$ cat config.mk
export PLATFORM = sky130hd
export DESIGN_NAME = axi_read_arbiter
export DESIGN_NICKNAME = d
export VERILOG_FILES = /design/src/rtl/axi_read_arbiter.sv
export SDC_FILE = /design/constraint.sdc
export NUM_CORES = 1
export LEC_CHECK = 0
export BUFFER_PORTS_ARGS = -buffer_cell sky130_fd_sc_hd__buf_2
export CORE_MARGIN = 1
export CORE_UTILIZATION = 25
export DETAILED_ROUTE_END_ITERATION = 12
export GPL_TIMING_DRIVEN = 1
export PLACE_DENSITY_LB_ADDON = 0.3
export SLEW_MARGIN = 20
export SYNTH_ARGS = -nofsm -noshare
export SYNTH_HDL_FRONTEND = slang
export SYNTH_SLANG_ARGS = --single-unit
$ cat constraint.sdc
create_clock -name clk -period 1.4 [get_ports clk]
set_input_delay 0.14 -clock clk [delete_from_list [all_inputs] [get_ports clk]]
set_output_delay 0.14 -clock clk [all_outputs]
set_load 0.02 [all_outputs]
$ cat src/rtl/axi_read_arbiter.sv
// Two-master AXI read arbiter: whole-burst grants, round-robin on ties.
// Define AXI_ARB_DISPLAY_PRIORITY_EN to give master 1 fixed priority.
module axi_read_arbiter #(
  parameter int ADDR_WIDTH = 32,
  parameter int DATA_WIDTH = 32
) (
  input  logic                  clk,
  input  logic                  reset_n,
  input  logic                  m0_arvalid,
  input  logic [ADDR_WIDTH-1:0] m0_araddr,
  input  logic [7:0]            m0_arlen,
  output logic                  m0_arready,
  output logic                  m0_rvalid,
  output logic [DATA_WIDTH-1:0] m0_rdata,
  input  logic                  m0_rready,
  input  logic                  m1_arvalid,
  input  logic [ADDR_WIDTH-1:0] m1_araddr,
  input  logic [7:0]            m1_arlen,
  output logic                  m1_arready,
  output logic                  m1_rvalid,
  output logic [DATA_WIDTH-1:0] m1_rdata,
  input  logic                  m1_rready,
  output logic                  s_arvalid,
  output logic [ADDR_WIDTH-1:0] s_araddr,
  output logic [7:0]            s_arlen,
  input  logic                  s_arready,
  input  logic                  s_rvalid,
  input  logic [DATA_WIDTH-1:0] s_rdata,
  output logic                  s_rready
);

  localparam logic [1:0] IDLE = 2'd0;
  localparam logic [1:0] ADDR = 2'd1;
  localparam logic [1:0] DATA = 2'd2;

  logic [1:0] state;
  logic       grant;
  logic       last_grant;
  logic [7:0] beat_count;
  logic [7:0] burst_len;

  logic in_addr, in_data;
  logic winner;
  logic g_arvalid, g_rready;
  logic ar_hs, beat;

  assign in_addr = (state == ADDR);
  assign in_data = (state == DATA);

  always_comb begin
    winner = m1_arvalid;
`ifdef AXI_ARB_DISPLAY_PRIORITY_EN
    winner = m1_arvalid;
`else
    if (m0_arvalid && m1_arvalid)
      winner = ~last_grant;
`endif
  end

  assign g_arvalid = grant ? m1_arvalid : m0_arvalid;
  assign g_rready  = grant ? m1_rready  : m0_rready;

  assign s_arvalid = in_addr && g_arvalid;
  assign s_araddr  = in_addr ? (grant ? m1_araddr : m0_araddr)
                             : '0;
  assign s_arlen   = in_addr ? (grant ? m1_arlen : m0_arlen)
                             : '0;

  assign m0_arready = in_addr && !grant && s_arready;
  assign m1_arready = in_addr &&  grant && s_arready;

  // Data path is a pure pass-through; only the valid/ready are steered.
  assign s_rready  = in_data && g_rready;
  assign m0_rvalid = in_data && !grant && s_rvalid;
  assign m1_rvalid = in_data &&  grant && s_rvalid;
  assign m0_rdata  = s_rdata;
  assign m1_rdata  = s_rdata;

  assign ar_hs = s_arvalid && s_arready;
  assign beat  = in_data && s_rvalid && s_rready;

  always_ff @(posedge clk or negedge reset_n) begin
    if (!reset_n) begin
      state      <= IDLE;
      grant      <= 1'b0;
      last_grant <= 1'b1;
      beat_count <= 8'd0;
      burst_len  <= 8'd0;
    end else begin
      unique case (1'b1)
        (state == IDLE): begin
          if (m0_arvalid || m1_arvalid) begin
            grant <= winner;
            state <= ADDR;
          end
        end
        in_addr: begin
          if (ar_hs) begin
            burst_len  <= s_arlen;
            beat_count <= 8'd0;
            state      <= DATA;
          end
        end
        in_data: begin
          if (beat) begin
            beat_count <= beat_count + 8'd1;
            if (beat_count == burst_len) begin
              last_grant <= grant;
              state      <= IDLE;
            end
          end
        end
        default: state <= IDLE;
      endcase
    end
  end

endmodule

-- After elaboration in Yosys (flattened, before gate mapping)
Index checks and enable logic that the tools add are counted.
- flip-flop bits (word level): 20
- latch bits: 0
- RAM bits: 0
- bits in read-only memories: 0
- input port bits: 120
- word-level logic and storage cells: 52
- memories: 0
- add/sub/neg operators: 1
- multiply operators: 0
- div/mod/pow operators: 0
- $lt $le $gt $ge: 0
- equal/unequal tests: 7
- shift operators: 0
- multiplexer cells: 15
- bitwise gates (word level): 1
- reduce and logical (&&, ||, !) cells: 23
- operator list (cell ; count):
    32-bit 2-to-1 mux ; 2
    8-bit 2-to-1 mux ; 4
    8-bit case mux with 2 select lines ; 1
    1-bit logical AND ; 14
    8-bit by 1-bit adder with 8-bit output, second input constant ; 1
    8-bit equality test ; 1
    2-bit 2-to-1 mux ; 4
    2-bit by 1-bit inequality test with 1-bit output, second input constant ; 4
    2-bit case mux with 3 select lines ; 1
    3-bit AND reduction ; 2
    2-bit AND reduction ; 2
    4-bit AND reduction ; 1
    1-bit 2-to-1 mux ; 3
    2-bit by 1-bit equality test with 1-bit output, second input constant ; 1
    2-bit equality test, second input constant ; 1
    2-bit zero test ; 1
    2-bit nonzero test ; 1
    1-bit zero test ; 1
    1-bit logical OR ; 1
    1-bit inverter ; 1

-- Logic depth before layout (Yosys ltp)
- depth in word-level cells: 5
- mapped depth: 6

-- Worst setup path after synthesis
OpenSTA, ideal clock, no wires.
- kind: register -> register
- start: register state[0]
- end: register burst_len[4]
- library setup time: 0.125 ns
- arrival time: 1.481 ns
- required time: 1.275 ns
- path slack: -0.206 ns
- stages on the path, launching flop included: 6
- path buffers: 1
- period minus slack after synthesis: 1.606 ns
- cells stage by stage: dfrtp_1 > nor2b_2 > and2b_1 > buf_6 > a22o_1 > mux2_4
- RTL lines (what ; line ; RTL):
    from (decl) ; 36 ; logic [1:0] state;
    from (signal assigned) ; 84 ; state <= IDLE;
    from (signal assigned) ; 94 ; state <= ADDR;
    from (signal assigned) ; 101 ; state <= DATA;
    2-bit by 1-bit equality test with 1-bit output ; 47 ; assign in_addr = (state == ADDR);
    8-bit 2-to-1 mux ; 66 ; assign s_arlen = in_addr ? (grant ? m1_arlen : m0_arlen)
    net s_arlen[4] ; 25 ; output logic [7:0] s_arlen,
    to (signal assigned) ; 99 ; burst_len <= s_arlen;
    to (decl) ; 40 ; logic [7:0] burst_len;
The timed path passes the listed nets, and every way through them passes these cells.
A chain may end at the register's enable or synchronous reset.

-- Worst setup path in the final report
- start: register grant
- end: output port s_arlen[4]
- longest elaborated chain between the ends: 2
- RTL lines (what ; line ; RTL):
    from (decl) ; 37 ; logic grant;
    from (signal assigned) ; 93 ; grant <= winner;
    8-bit 2-to-1 mux (2 in series) ; 66 ;
    to (decl) ; 25 ;
No other way between the ends.

==> impl_metrics.py <==
metrics = {
    "sta": {
        "skew_ns": 0.00269,
        "fmax_ghz": 0.585,
        "max-slew-margin-rel": 0.695,
        "worstMarginPinSlew_ns": 0.458,
        "fin_crit_ns": 1.71,
        "worst_slack_ns": -0.309,
        "final_hold_viol_count": 0,
        "fin_crit_sh": 1.22,
        "rsz0062_at_grt": "yes",
        "fin_tns_setup_ns": -14.72,
        "slew_violations": 0,
        "setup_viol": 65,
    },
    "cts": {
        "clk_latency_ns": 0.26,
        "cts_max_path_buffers": 2,
        "clkSinkCount": 20,
        "cts_tree": "done",
        "cts_buffers": 3,
        "root_buffer": "clkbuf_8",
        "htree_levels": 1,
        "clk_pin_slew_ns": 0.08,
    },
    "layout": {
        "post-route-util": 0.407,
        "final_layout_size_suffix_gt1_frac": 0.726,
        "syn2layout_area_growth_pct": 56.8,
        "fin_cells": 409,
        "num-nets-final": 429,
        "antennaDiodeCount": 0,
        "stdcell_area_sq_um": 3160,
    },
    "logic_synthesis": {
        "syn_area_sq_um": 2010,
        "synth_cells": 211,
        "ys_ff_latch": 20,
        "synth_nets": 332,
        "synth_cell_types": 34,
        "avgSynthCellArea_sq_um": 9.55,
        "synth_edf_count": 0,
        "synth_warnings": 0,
        "synth_common_cells": "buf_4, a22o_1, dfrtp_1",
        "synth.most_common_cell": "buf_4",
        "synth_flop_cell": "dfrtp_1",
        "synth_area_leader_cell": "buf_4",
        "synthArstFlopShare": 1.00,
        "synth_area_leaders": "buf_4, dfrtp_1, a22o_1",
        "synth.yosys.seq_area_share": 0.249,
        "synth.top_cell.area_share": 0.242,
    },
    "setup_path": {
        "startpoint_type": "flip-flop",
        "cp_max_fo": 12,
        "path_class": "flip-flop to output port",
        "arrival_ns": 1.57,
        "worstSetupEndpointType": "output port",
        "worstPathRequired_ns": 1.26,
    },
    "pwr": {
        "peakVddDrop_mv": 0.899,
        "p_per_area_nw_per_um2": 2350,
        "p_leak_nw": 1.60,
    },
    "route": {
        "drt_wl_total_microns": 7340,
        "num_vias": 1947,
        "drtAntennaViolNets": 0,
        "first_pass_iters": 4,
        "via_per_inst": 4.76,
        "wl_met1_microns": 2910,
        "drc": 0,
        "route.met3.wl_microns": 640,
        "met2WireLength_microns": 3690,
        "first_iter_violations": 30,
        "top_layer": "met4",
        "wire_per_inst_microns": 17.9,
    },
    "placement": {
        "gp_congestion": 0.797,
        "pre_cts_slack_ns": -0.204,
        "hpwl_microns": 5560,
        "port_buffers": 133,
        "dp.cells": 397,
        "placed_area_sq_um": 2660,
    },
    "global_route": {
        "grt_max_degree": 21,
        "grt_usage": 0.164,
        "antenna_found_initial": 0,
        "grt_pass1_wl_microns": 10600,
        "grt_pass1_vias": 1959,
        "gr-total-overflow": 0,
    },
    "floorplanning": {
        "die_h_microns": 91.8,
        "die_w_microns": 91.8,
        "initial_core_util": 0.259,
        "ios": 230,
        "num_rows": 32,
        "dieArea_sq_um": 8420,
        "core_area_sq_um": 7770,
    },
    "outcome": {
        "outcome": "finished with violations",
        "failed_checks": "negative setup slack",
    },
    "job": {
        "drv_cap": 0,
    },
    "min_path": {
        "min_path_type": "input pin to flip-flop",
    },
}
-- timing repair --
| item | in CTS | in global routing |
|---|---|---|
| hold endpoints to repair | 19 | 0 |
| pin swaps | 22 | 1 |
| hold buffers | 1 | 0 |
| cloned | 1 | 0 |
| endpoints found under the setup margin | 64 | 65 |
| buffers inserted | 7 | 1 |
| resized for setup | 105 | 24 |
-- per-stage QoR --
step / hold slack (ns) / total power [mW]
final: 0.227 / 7.41
after global routing: 0.241 / 7.75
after CTS: 0.220 / 7.17
after detailed placement: 0.118 / 5.61
after global placement: 0.119 / 5.59
after floorplan: -0.156 / 4.26
-- cell type report --
type / count / area (sq um)
multi-input combinational: 115 / 1180
sequential: 20 / 503
fill: 757 / 4610
tap: 102 / 128
clock buffer: 4 / 55.1
timing repair buffer: 168 / 1290
-- sequential cells by signal, summed over array words and instances, names as in the netlist --
register and cells:
grant 1, last_grant 1, burst_len 8, state 2
beat_count 8
-- worst max-delay path: stages (launching register included) --
cell,delay [ns]
dfrtp_1,0.43
buf_4,0.17
and2_4,0.17
buf_12,0.15
a22o_4,0.22
buf_4,0.16
-- report_power, final --
group / switching, mW / internal [mW]
clock: 0.201 / 0.251
sequential: 0.138 / 0.748
combinational: 2.82 / 3.26
-- cell families after synthesis --
| family | after synthesis | synth area share |
|---|---|---|
| flops | 20 | 0.249 |
| buf+inv | 77 | 0.284 |
| simple gates | 34 | 0.105 |
| mux | 11 | 0.0801 |
| compound gates | 59 | 0.237 |
| fa+ha+maj | 1 | 0.00621 |
| xor+xnor | 9 | 0.0391 |
-- cells in the final DEF, fill, tap and decap left out, drive strengths merged, types with 3 or more instances in the layout --
master	instances
a22o	41
and2	3
and3	5
buf	167
clkbuf	4
dfrtp	19
mux2	11
nand2	5
nand3	5
nand4	3
nor2	4
nor2b	3
o21ai	11
xnor2	6
xor2	3
-- routing by layer --
| layer | global-route usage | vias to the layer above |
|---|---|---|
| li1 | - | 893 |
| met1 | 0.195 | 928 |
| met2 | 0.291 | 117 |
| met3 | 0.0390 | 9 |
| met4 | 0.0469 | 0 |
| met5 | 0 | - |
-- worst paths after layout --
path                                          startpoint                        to  slack [ns]  cells after the start
worst max-delay path                   grant$_DFFE_PN0P_                s_arlen[4]       -0.31                      5
min in group asynchronous                        reset_n  burst_len[0]$_DFFE_PN0P_        0.34                      2
worst min-delay path                         m1_arlen[3]  burst_len[3]$_DFFE_PN0P_        0.23                      3
worst max register to register      state[0]$_DFFE_PN0P_  burst_len[0]$_DFFE_PN0P_       -0.24                      6
max in group asynchronous                        reset_n    last_grant$_DFFE_PN1P_        0.71                      2
worst min register to register  burst_len[1]$_DFFE_PN0P_  burst_len[1]$_DFFE_PN0P_        0.54                      1
Power figures use the tool's default switching activity.
